===== src/rtl/axis_fifo_arbiter_pkg.sv =====
// Shared types for the AXI-Stream packet arbiter in front of a FIFO write port.
// Holds the FSM state encoding and the beat-counter sizing rule.
package axis_fifo_arbiter_pkg;

   typedef enum logic [1:0] {
      ST_IDLE  = 2'd0,
      ST_FWD   = 2'd1,
      ST_DRAIN = 2'd2
   } arb_state_e;

   // One extra bit so a count of exactly max_beats is representable.
   function automatic int beat_cnt_width(input int max_beats);
      return $clog2(max_beats) + 1;
   endfunction

endpackage


===== src/rtl/axis_fifo_arbiter_rr.sv =====
// Combinational round-robin search: first requester strictly after last_grant,
// wrapping around. last_grant and grant are one-hot.
module rr_arbiter #(
   parameter int N_IN = 2
) (
   input  logic [N_IN-1:0] req,
   input  logic [N_IN-1:0] last_grant,
   output logic [N_IN-1:0] grant
);

   localparam logic [N_IN-1:0] ONE = {{(N_IN-1){1'b0}}, 1'b1};

   logic [N_IN-1:0] upper_mask;
   logic [N_IN-1:0] req_upper;
   logic [N_IN-1:0] pick_upper;
   logic [N_IN-1:0] pick_any;

   // upper_mask covers positions above the previous owner; a top-bit owner shifts out to zero.
   assign upper_mask = ~((last_grant << 1) - ONE);
   assign req_upper  = req & upper_mask;
   assign pick_upper = req_upper & (~req_upper + ONE);
   assign pick_any   = req & (~req + ONE);
   assign grant      = (req_upper != '0) ? pick_upper : pick_any;

endmodule


===== src/rtl/axis_fifo_arbiter.sv =====
// Packet-granular round-robin arbiter merging N_IN AXI-Stream requesters into
// one FIFO write port; packets longer than MAX_BEATS are truncated and drained.
module axis_fifo_arbiter
   import axis_fifo_arbiter_pkg::*;
#(
   parameter int N_IN       = 2,
   parameter int DATA_WIDTH = 16,
   parameter int USER_WIDTH = 1,
   parameter int MAX_BEATS  = 256
) (
   input  logic                       clk_i,
   input  logic                       reset_i,
   input  logic [N_IN*DATA_WIDTH-1:0] s_axis_in_tdata,
   input  logic [N_IN*USER_WIDTH-1:0] s_axis_in_tuser,
   input  logic [N_IN-1:0]            s_axis_in_tlast,
   input  logic [N_IN-1:0]            s_axis_in_tvalid,
   output logic [N_IN-1:0]            s_axis_in_tready,
   output logic [DATA_WIDTH-1:0]      m_axis_out_tdata,
   output logic [USER_WIDTH-1:0]      m_axis_out_tuser,
   output logic                       m_axis_out_tlast,
   output logic                       m_axis_out_tvalid,
   input  logic                       m_axis_out_tfull,
   output logic [N_IN-1:0]            grant_o,
   output logic                       busy_o,
   output logic                       overlen_o,
   output logic [31:0]                pkt_cnt_o,
   output arb_state_e                 state_o
);

   // Handshake: an input beat moves when tvalid[k] & tready[k] at a rising edge;
   // an output beat is written when m_axis_out_tvalid is high (FIFO has no ready).
   localparam int              CW        = beat_cnt_width(MAX_BEATS);
   localparam int              IW        = $clog2(N_IN);
   localparam logic [CW-1:0]   LAST_BEAT = CW'(MAX_BEATS - 1);
   localparam logic [N_IN-1:0] LAST_INIT = {1'b1, {(N_IN-1){1'b0}}};

   arb_state_e        state_q;
   logic [N_IN-1:0]   grant_q;
   logic [N_IN-1:0]   last_grant_q;
   logic [IW-1:0]     gidx_q;
   logic [CW-1:0]     beat_cnt_q;
   logic [31:0]       pkt_cnt_q;
   logic              overlen_q;

   logic [N_IN-1:0]       rr_grant;
   logic [IW-1:0]         rr_idx;
   logic                  sel_valid;
   logic                  sel_last;
   logic [DATA_WIDTH-1:0] sel_data;
   logic [USER_WIDTH-1:0] sel_user;
   logic                  xfer;

   rr_arbiter #(.N_IN(N_IN)) u_rr (
      .req        (s_axis_in_tvalid),
      .last_grant (last_grant_q),
      .grant      (rr_grant)
   );

   always_comb begin
      rr_idx = '0;
      for (int k = 0; k < N_IN; k++) begin
         if (rr_grant[k]) rr_idx = IW'(k);
      end
   end

   always_comb begin
      sel_valid = 1'b0;
      sel_last  = 1'b0;
      sel_data  = '0;
      sel_user  = '0;
      for (int k = 0; k < N_IN; k++) begin
         if (gidx_q == IW'(k)) begin
            sel_valid = s_axis_in_tvalid[k];
            sel_last  = s_axis_in_tlast[k];
            sel_data  = s_axis_in_tdata[k*DATA_WIDTH +: DATA_WIDTH];
            sel_user  = s_axis_in_tuser[k*USER_WIDTH +: USER_WIDTH];
         end
      end
   end

   always_comb begin
      s_axis_in_tready  = '0;
      m_axis_out_tdata  = '0;
      m_axis_out_tuser  = '0;
      m_axis_out_tlast  = 1'b0;
      m_axis_out_tvalid = 1'b0;
      xfer              = 1'b0;
      case (state_q)
         ST_FWD: begin
            s_axis_in_tready  = grant_q & {N_IN{!m_axis_out_tfull}};
            m_axis_out_tdata  = sel_data;
            m_axis_out_tuser  = sel_user;
            // The beat that hits the length limit closes the packet downstream.
            m_axis_out_tlast  = sel_last | (beat_cnt_q == LAST_BEAT);
            m_axis_out_tvalid = sel_valid & !m_axis_out_tfull;
            xfer              = sel_valid & !m_axis_out_tfull;
         end
         ST_DRAIN: begin
            s_axis_in_tready = grant_q;
            xfer             = sel_valid;
         end
         default: ;
      endcase
   end

   always_ff @(posedge clk_i) begin
      if (reset_i) begin
         state_q      <= ST_IDLE;
         grant_q      <= '0;
         last_grant_q <= LAST_INIT;
         gidx_q       <= '0;
         beat_cnt_q   <= '0;
         pkt_cnt_q    <= '0;
         overlen_q    <= 1'b0;
      end else begin
         overlen_q <= 1'b0;
         case (state_q)
            ST_IDLE: begin
               if (|s_axis_in_tvalid) begin
                  grant_q      <= rr_grant;
                  last_grant_q <= rr_grant;
                  gidx_q       <= rr_idx;
                  state_q      <= ST_FWD;
               end
            end
            ST_FWD: begin
               if (xfer) begin
                  if (sel_last) begin
                     state_q    <= ST_IDLE;
                     beat_cnt_q <= '0;
                     pkt_cnt_q  <= pkt_cnt_q + 32'd1;
                  end else if (beat_cnt_q == LAST_BEAT) begin
                     state_q    <= ST_DRAIN;
                     beat_cnt_q <= '0;
                     pkt_cnt_q  <= pkt_cnt_q + 32'd1;
                     overlen_q  <= 1'b1;
                  end else begin
                     beat_cnt_q <= beat_cnt_q + CW'(1);
                  end
               end
            end
            ST_DRAIN: begin
               if (xfer && sel_last) state_q <= ST_IDLE;
            end
            default: state_q <= ST_IDLE;
         endcase
      end
   end

   assign grant_o   = (state_q != ST_IDLE) ? grant_q : '0;
   assign busy_o    = (state_q != ST_IDLE);
   assign overlen_o = overlen_q;
   assign pkt_cnt_o = pkt_cnt_q;
   assign state_o   = state_q;

endmodule

===== config.mk =====
export PLATFORM = sky130hd
export DESIGN_NAME = axis_fifo_arbiter
export DESIGN_NICKNAME = d
export VERILOG_FILES = /design/src/rtl/axis_fifo_arbiter_pkg.sv /design/src/rtl/axis_fifo_arbiter_rr.sv /design/src/rtl/axis_fifo_arbiter.sv
export SDC_FILE = /design/constraint.sdc
export NUM_CORES = 1
export LEC_CHECK = 0
export ABC_AREA = 0
export CAP_MARGIN = 20
export CORE_ASPECT_RATIO = 1.4
export CORE_MARGIN = 2
export CORE_UTILIZATION = 44
export DETAILED_ROUTE_END_ITERATION = 7
export GPL_TIMING_DRIVEN = 0
export PLACE_DENSITY = 0.81
export SLEW_MARGIN = 20
export SYNTH_ARGS = -nofsm -noshare
export SYNTH_HDL_FRONTEND = slang
export SYNTH_SLANG_ARGS = --single-unit
export TNS_END_PERCENT = 1

===== constraint.sdc =====
create_clock -name clk_i -period 2.35 [get_ports clk_i]
set_input_delay 0.47 -clock clk_i [delete_from_list [all_inputs] [get_ports clk_i]]
set_output_delay 0.47 -clock clk_i [all_outputs]
set_load 0.02 [all_outputs]

==> qor.tcl, run 1 <==
set qor(result_of_the_run) {complete, but fails checks}
set qor(violations) {negative setup slack}
set qor(synthesis.area_per_instance_um2) 8.42
set qor(grt_overflow_total) 0
set qor(detailedPlace.worstSlack_ns) -0.778
set qor(grt_antenna_before_repair) 0
set qor(final_design_area_no_fill_um2) 3770
set qor(clk_pin_slew_ns) 0.09
set qor(layout-drive-gt1-share) 0.114
set qor(ir_worst_vdd_v) 0.000360
set qor(grt_pass1_wl_um) 11300
set qor(cts.htree.levels) 2
set qor(category_of_the_most_critical_setup_path) {in2out}
set qor(end_kind) {output pin}
set qor(drt_iter0_drc) 71
set qor(syn_nets) 351
set qor(clock_latency_on_the_worst_skew_pair_ns) 0.30
set qor(final_cell_mix) {sky130_fd_sc_hd__clkdlybuf4s50_1, sky130_fd_sc_hd__dfxtp_1, sky130_fd_sc_hd__nor2_1, sky130_fd_sc_hd__nor2b_1, sky130_fd_sc_hd__xnor2_1}
set qor(timing.critical_path.slowest_cell_delay_ns) 0.43
set qor(layout-area-overhead-vs-synth_pct) 46.9
set qor(top_level_ports) 100
set qor(core_area_um2) 5570
set qor(fmax_ghz) 0.425
set qor(timing.final.ws_setup_ns) -0.00335
set qor(timing_worst_slew_pin_value_ns) 0.595
set qor(final_nets) 457
set qor(startpoint_type) {input port}
set qor(remaining_drc_errors) 0
set qor(synth.lib_cells_used.distinct) 41
set qor(netlist_instances) 305
set qor(synth_seq_cells) 46
set qor(rsz_0062_raised_after_global_routing) {yes}
set qor(switching_power_uw) 522
set qor(fin_crit_ns) 2.35
set qor(final.hold.worst_slack_ns) 0.487
set qor(routed_wire_length_per_instance_um) 14.3
set qor(drt-pass1-iter-count) 4
set qor(floorplan.die.height_um) 94.4
set qor(seqPwrFrac) 0.446
set qor(first_global_vias) 2463
set qor(fillerInstances) 508
set qor(fraction_of_power_consumed_by_combinational_cells) 0.268
set qor(synth.yosys.warnings) 0
set qor(cts_max_path_buffers) 2
set qor(layout_commonest_cell) {sky130_fd_sc_hd__clkdlybuf4s50_1}
set qor(antenna-diode-count) 0
set qor(ctsRootBufferMaster) {sky130_fd_sc_hd__clkbuf_8}
set qor(placement_rows) 32
set qor(total_leakage_power_uw) 0.00134
set qor(start_util) 0.461
set qor(globalplace.congestion) 0.827
set qor(power_report.internal_total_uw) 1260
set qor(grt_start_max_net_pins) 15
set qor(fin_util) 0.678
set qor(worst-r2r-setup-slack_ns) 0.07
set qor(power_frac_clock) 0.287
set qor(pwr_density_cell_nw_per_um2) 473
set qor(critical_path.max_fanout) 10
set qor(worst_hold_path.num_cells) 2
set qor(via_per_inst) 5.36
set qor(die_outline_area_um2) 6470
set qor(detailedPlacementHpwl_um) 5290
set qor(hold_viol_final) 0
set qor(fin_crit_sh) 1.00
set qor(max_cap_violations) 0
set qor(slew_headroom) 0.603
set qor(crit_arrival_ns) 1.88
set qor(die_width_um) 68.6
set qor(quantity_of_i_o_buffers_inserted_on_ports) 98
set qor(antenna_left) 0
set qor(synthesis.area_um2) 2570
set qor(finalMaxSlewViolations) 0
set qor(min_path_type) {reg2reg}
set qor(cpMaxStageDelayCell) {sky130_fd_sc_hd__clkdlybuf4s50_1}
set qor(crit_chain) {clkdlybuf4s50_1 -> mux2i_4 -> o31a_1 -> buf_6 -> clkbuf_4 -> nor2b_1 -> buf_4}
set qor(synth-seq-area-share) 0.359
set qor(critical_path_required_ns) 1.88
set qor(route.vias.total) 2572
set qor(cts_buffers) 5
set qor(switching_share) 0.293
set qor(worst_r2r_path_depth) 8
set qor(placedInstanceArea_um2) 3630
set qor(grt_util_all_layers) 0.224
set qor(report.final.setup_viol) 1
set qor(cts.sink_count) 46
set qor(cts_tree) {done}
set qor(fin_skew_ns) 0.00757
set qor(wl_um) 6880
Yosys cell counts:
cell type	instances	share of area
sky130_fd_sc_hd__o211ai_1	1	0.0029
sky130_fd_sc_hd__and2_1	3	0.0073
sky130_fd_sc_hd__o21ai_0	7	0.014
sky130_fd_sc_hd__nand4_1	7	0.017
sky130_fd_sc_hd__a31o_2	2	0.0068
sky130_fd_sc_hd__buf_6	1	0.0044
sky130_fd_sc_hd__mux2_2	1	0.0044
sky130_fd_sc_hd__o2111a_1	1	0.0044
sky130_fd_sc_hd__ha_1	5	0.024
sky130_fd_sc_hd__nand3_2	1	0.0039
sky130_fd_sc_hd__nand2b_1	4	0.0097
sky130_fd_sc_hd__clkbuf_1	13	0.019
sky130_fd_sc_hd__buf_1	1	0.0015
sky130_fd_sc_hd__a21oi_1	19	0.037
sky130_fd_sc_hd__xor2_1	5	0.017
sky130_fd_sc_hd__nor4_1	7	0.017
sky130_fd_sc_hd__and4_1	4	0.014
sky130_fd_sc_hd__nor4_2	1	0.0049
sky130_fd_sc_hd__o22ai_1	1	0.0024
sky130_fd_sc_hd__or4_1	3	0.0088
sky130_fd_sc_hd__o2111ai_1	3	0.010
sky130_fd_sc_hd__and3_1	7	0.017
sky130_fd_sc_hd__nand2_1	19	0.028
sky130_fd_sc_hd__clkbuf_2	1	0.0019
sky130_fd_sc_hd__o31a_1	1	0.0034
sky130_fd_sc_hd__buf_2	2	0.0039
sky130_fd_sc_hd__nor4b_1	4	0.014
sky130_fd_sc_hd__or3_1	6	0.015
sky130_fd_sc_hd__xnor2_1	20	0.068
sky130_fd_sc_hd__o21a_1	1	0.0029
sky130_fd_sc_hd__dfxtp_1	46	0.36
sky130_fd_sc_hd__nand3b_1	5	0.015
sky130_fd_sc_hd__a21bo_2	5	0.019
sky130_fd_sc_hd__nor3b_1	3	0.0088
sky130_fd_sc_hd__nor3_1	8	0.016
sky130_fd_sc_hd__nor2b_1	20	0.049
sky130_fd_sc_hd__mux2i_1	19	0.074
sky130_fd_sc_hd__nand3_1	8	0.016
sky130_fd_sc_hd__inv_1	5	0.0073
sky130_fd_sc_hd__nor2_1	34	0.050
sky130_fd_sc_hd__a221oi_1	1	0.0034
power groups by stage:
stage               logic [uW]  registers, uW  clock network (uW)
floorplan                  261            816                   0
global placement           478            812                   0
detailed placement         487            812                   0
CTS                        477            793                 523
global route               519            797                 554
finish                     477            795                 511
layout make-up:
class / instances / area [um2] / share of cell area
plain buffers: 18 / 95.1 / 0.0252
flip-flops and latches: 46 / 925 / 0.245
multi-input cells: 236 / 1590 / 0.422
inverters: 5 / 18.8 / 0.00498
clock inverters: 1 / 8.76 / 0.00232
well taps: 68 / 85.1 / 0.0226
clock buffers: 7 / 86.3 / 0.0229
repair buffers: 99 / 962 / 0.255
flip-flops by register name, summed over array words and instances, names as in the netlist:
name,count
pkt_cnt_o,32
state_o,2
overlen_o,1
grant_q,2
beat_cnt_q,9
repair_timing:
| action | 4_1_cts | 5_1_grt |
|---|---|---|
| endpoints found under the setup margin | 29 | 32 |
| gates resized for setup | 58 | 12 |
| hold buffers | 0 | 0 |
| pin swaps | 1 | 1 |
| buffers inserted | 1 | 0 |
metrics by stage:
step,TNS [ns],std cells,power [uW]
floorplan,0,305,1080
detailed placement,-11.55,471,1300
CTS,-0.0616,480,1790
global placement,-9.99,471,1290
global route,-0.566,480,1870
finish,-0.00335,480,1780
layer usage:
| metal | track usage | up-vias | wire length, um |
|---|---|---|---|
| li1 | - | 1282 | - |
| met1 | 0.253 | 1194 | 2770 |
| met2 | 0.405 | 85 | 3520 |
| met3 | 0.0393 | 11 | 459 |
| met4 | 0.0800 | 0 | 136 |
| met5 | 0 | - | 0 |
logic make-up after synthesis:
logic type | synth area share
buffers and inverters | 0.0380
muxes | 0.0785
and+or+nand+nor | 0.308
adders and majority gates | 0.0244
AOI/OAI and AO/OA | 0.107
DFF | 0.359
xor gates and xnor gates | 0.0853
critical path: cells and delay by family:
family	cells	cell delay [ns]
buffers and inverters	4	0.92
multiplexers	1	0.22
AO/OA/AOI/OAI	1	0.20
AND/OR/NAND/NOR	1	0.06
path summary, 6_finish.rpt:
path | startpoint | endpoint
max | s_axis_in_tlast[0] | m_axis_out_tlast
min | beat_cnt_q[8] | beat_cnt_q[8]
max reg2reg | state_o[0] | beat_cnt_q[6]
min reg2reg | beat_cnt_q[8] | beat_cnt_q[8]
(Power assumes the default switching activity.)
==> run 2, diff against run 1 <==
- CORE_ASPECT_RATIO: 1.4 -> 1.25
- CORE_MARGIN: 2 -> not set
==> run 2 against run 1 <==
  * The run still ends with negative setup slack left
  * Global-route usage decreased by 0.19 points
  * Critical path depth unchanged
  * Cell count decreased by 1.0%
  * Clock skew is essentially flat
  * Utilization up 0.58 points
  * Total power fell by 1.9%
==> qor.tcl, run 2 (synthesis results as in run 1) <==
set qor(result_of_the_run) {complete, but fails checks}
set qor(violations) {negative setup slack}
set qor(top_level_ports) 100
set qor(cts_buffers) 5
set qor(startpoint_type) {input port}
set qor(cts.htree.levels) 2
set qor(grt_overflow_total) 0
set qor(fin_crit_sh) 1.01
set qor(setup_tns_final_ns) -0.0134
set qor(final_nets) 456
set qor(final.hold.worst_slack_ns) 0.469
set qor(placement_rows) 30
set qor(grt_antenna_before_repair) 0
set qor(cts_tree) {done}
set qor(globalplace.congestion) 0.784
set qor(grt_start_max_net_pins) 15
set qor(power_frac_clock) 0.274
set qor(layout_commonest_cell) {sky130_fd_sc_hd__clkdlybuf4s50_1}
set qor(total_leakage_power_uw) 0.00134
set qor(power_report.internal_total_uw) 1230
set qor(hold_viol_final) 0
set qor(die_width_um) 70.3
set qor(clock_latency_on_the_worst_skew_pair_ns) 0.30
set qor(critical_path_required_ns) 1.88
set qor(slew_headroom) 0.594
set qor(first_global_vias) 2445
set qor(max_cap_violations) 0
set qor(layout-area-overhead-vs-synth_pct) 46.9
set qor(rsz_0062_raised_after_global_routing) {yes}
set qor(core_area_um2) 5520
set qor(grt_util_all_layers) 0.222
set qor(quantity_of_i_o_buffers_inserted_on_ports) 98
set qor(fin_crit_ns) 2.36
set qor(grt_pass1_wl_um) 11100
set qor(finish.cell_count_without_fillers) 475
set qor(routed_wire_length_per_instance_um) 14.4
set qor(critical_path.max_fanout) 10
set qor(largest_reg_flops) 32
set qor(fin_skew_ns) 0.00727
set qor(drt-pass1-iter-count) 4
set qor(detailedPlace.worstSlack_ns) -0.823
set qor(antenna-diode-count) 0
set qor(category_of_the_most_critical_setup_path) {in2out}
set qor(route.vias.total) 2616
set qor(via_per_inst) 5.51
set qor(remaining_drc_errors) 0
set qor(dp_cells) 467
set qor(end_kind) {output pin}
set qor(cts.sink_count) 46
set qor(min_path_type) {reg2reg}
set qor(switching_power_uw) 524
set qor(ctsRootBufferMaster) {sky130_fd_sc_hd__clkbuf_8}
set qor(floorplan.die.height_um) 87.4
set qor(timing.final.ws_setup_ns) -0.0134
set qor(cts.hold.buffers_added) 0
set qor(layout-drive-gt1-share) 0.119
set qor(switching_share) 0.300
set qor(clk_pin_slew_ns) 0.08
set qor(drt_iter0_drc) 122
set qor(seqPwrFrac) 0.456
set qor(ir_worst_vdd_v) 0.000307
set qor(fin_util) 0.684
set qor(finalMaxSlewViolations) 0
set qor(detailedPlacementHpwl_um) 5190
set qor(die_outline_area_um2) 6150
set qor(fraction_of_power_consumed_by_combinational_cells) 0.271
set qor(report.final.setup_viol) 1
set qor(cts_max_path_buffers) 2
set qor(start_util) 0.465
set qor(pwr_density_cell_nw_per_um2) 464
set qor(timing_worst_slew_pin_value_ns) 0.603
set qor(crit_arrival_ns) 1.89
set qor(wl_um) 6820
set qor(antenna_left) 0
set qor(fmax_ghz) 0.423
set qor(final_cell_mix) {sky130_fd_sc_hd__clkdlybuf4s50_1, sky130_fd_sc_hd__dfxtp_1, sky130_fd_sc_hd__nor2_1, sky130_fd_sc_hd__nor2b_1, sky130_fd_sc_hd__xnor2_1}
[run 2: layout make-up]
cell class | instances | area, um2
buffer | 17 | 95.1
clock buffer | 6 | 72.6
clock inverter | 2 | 13.8
fill | 480 | 1750
inverter | 5 | 18.8
multi-input combinational | 236 | 1620
sequential | 46 | 926
tap | 64 | 80.1
timing repair buffer | 99 | 951
[run 2: timing repair]
item                                    4_1_cts  5_1_grt
gates resized for setup                      48       28
gates cloned                                  0        0
pin swaps                                     0        1
setup buffers                                 0        1
endpoints found under the setup margin       28       32
[run 2: power groups by stage]
stage / Clock [uW] / Sequential, uW / Combinational [uW]
floorplan: 0 / 816 / 261
global placement: 0 / 812 / 478
detailed placement: 0 / 812 / 486
CTS: 488 / 793 / 474
global route: 534 / 799 / 509
finish: 479 / 798 / 474
[run 2: path summary, 6_finish.rpt]
check	depth (start not counted)	startpoint	slack, ns	endpoint
worst max-delay path	7	s_axis_in_tlast[0]	-0.01	m_axis_out_tlast
worst min-delay path	2	beat_cnt_q[8]	0.47	beat_cnt_q[8]
worst max register to register	8	beat_cnt_q[0]	0.11	pkt_cnt_o[25]
worst min register to register	2	beat_cnt_q[8]	0.47	beat_cnt_q[8]
[run 2: per-stage QoR]
stage          power [uW]  area (um2)
2_1_floorplan        1080        2570
3_3_place_gp         1290        3630
3_5_place_dp         1300        3630
4_1_cts              1760        3750
5_1_grt              1840        3770
6_report             1750        3770
[run 2: worst max-delay path: stages]
cell and delay (ns):
sky130_fd_sc_hd__clkdlybuf4s50_1 0.44, sky130_fd_sc_hd__mux2i_4 0.23, sky130_fd_sc_hd__o31a_1 0.19, sky130_fd_sc_hd__buf_6 0.13, sky130_fd_sc_hd__clkbuf_4 0.22, sky130_fd_sc_hd__nor2b_1 0.06
sky130_fd_sc_hd__clkbuf_2 0.15
[run 2: per-layer routing]
layer	wire, um	global-route usage	part of all wire
met1	2820	0.251	0.41
met2	3370	0.408	0.49
met3	496	0.0428	0.073
met4	129	0.0836	0.019
met5	0	0	0
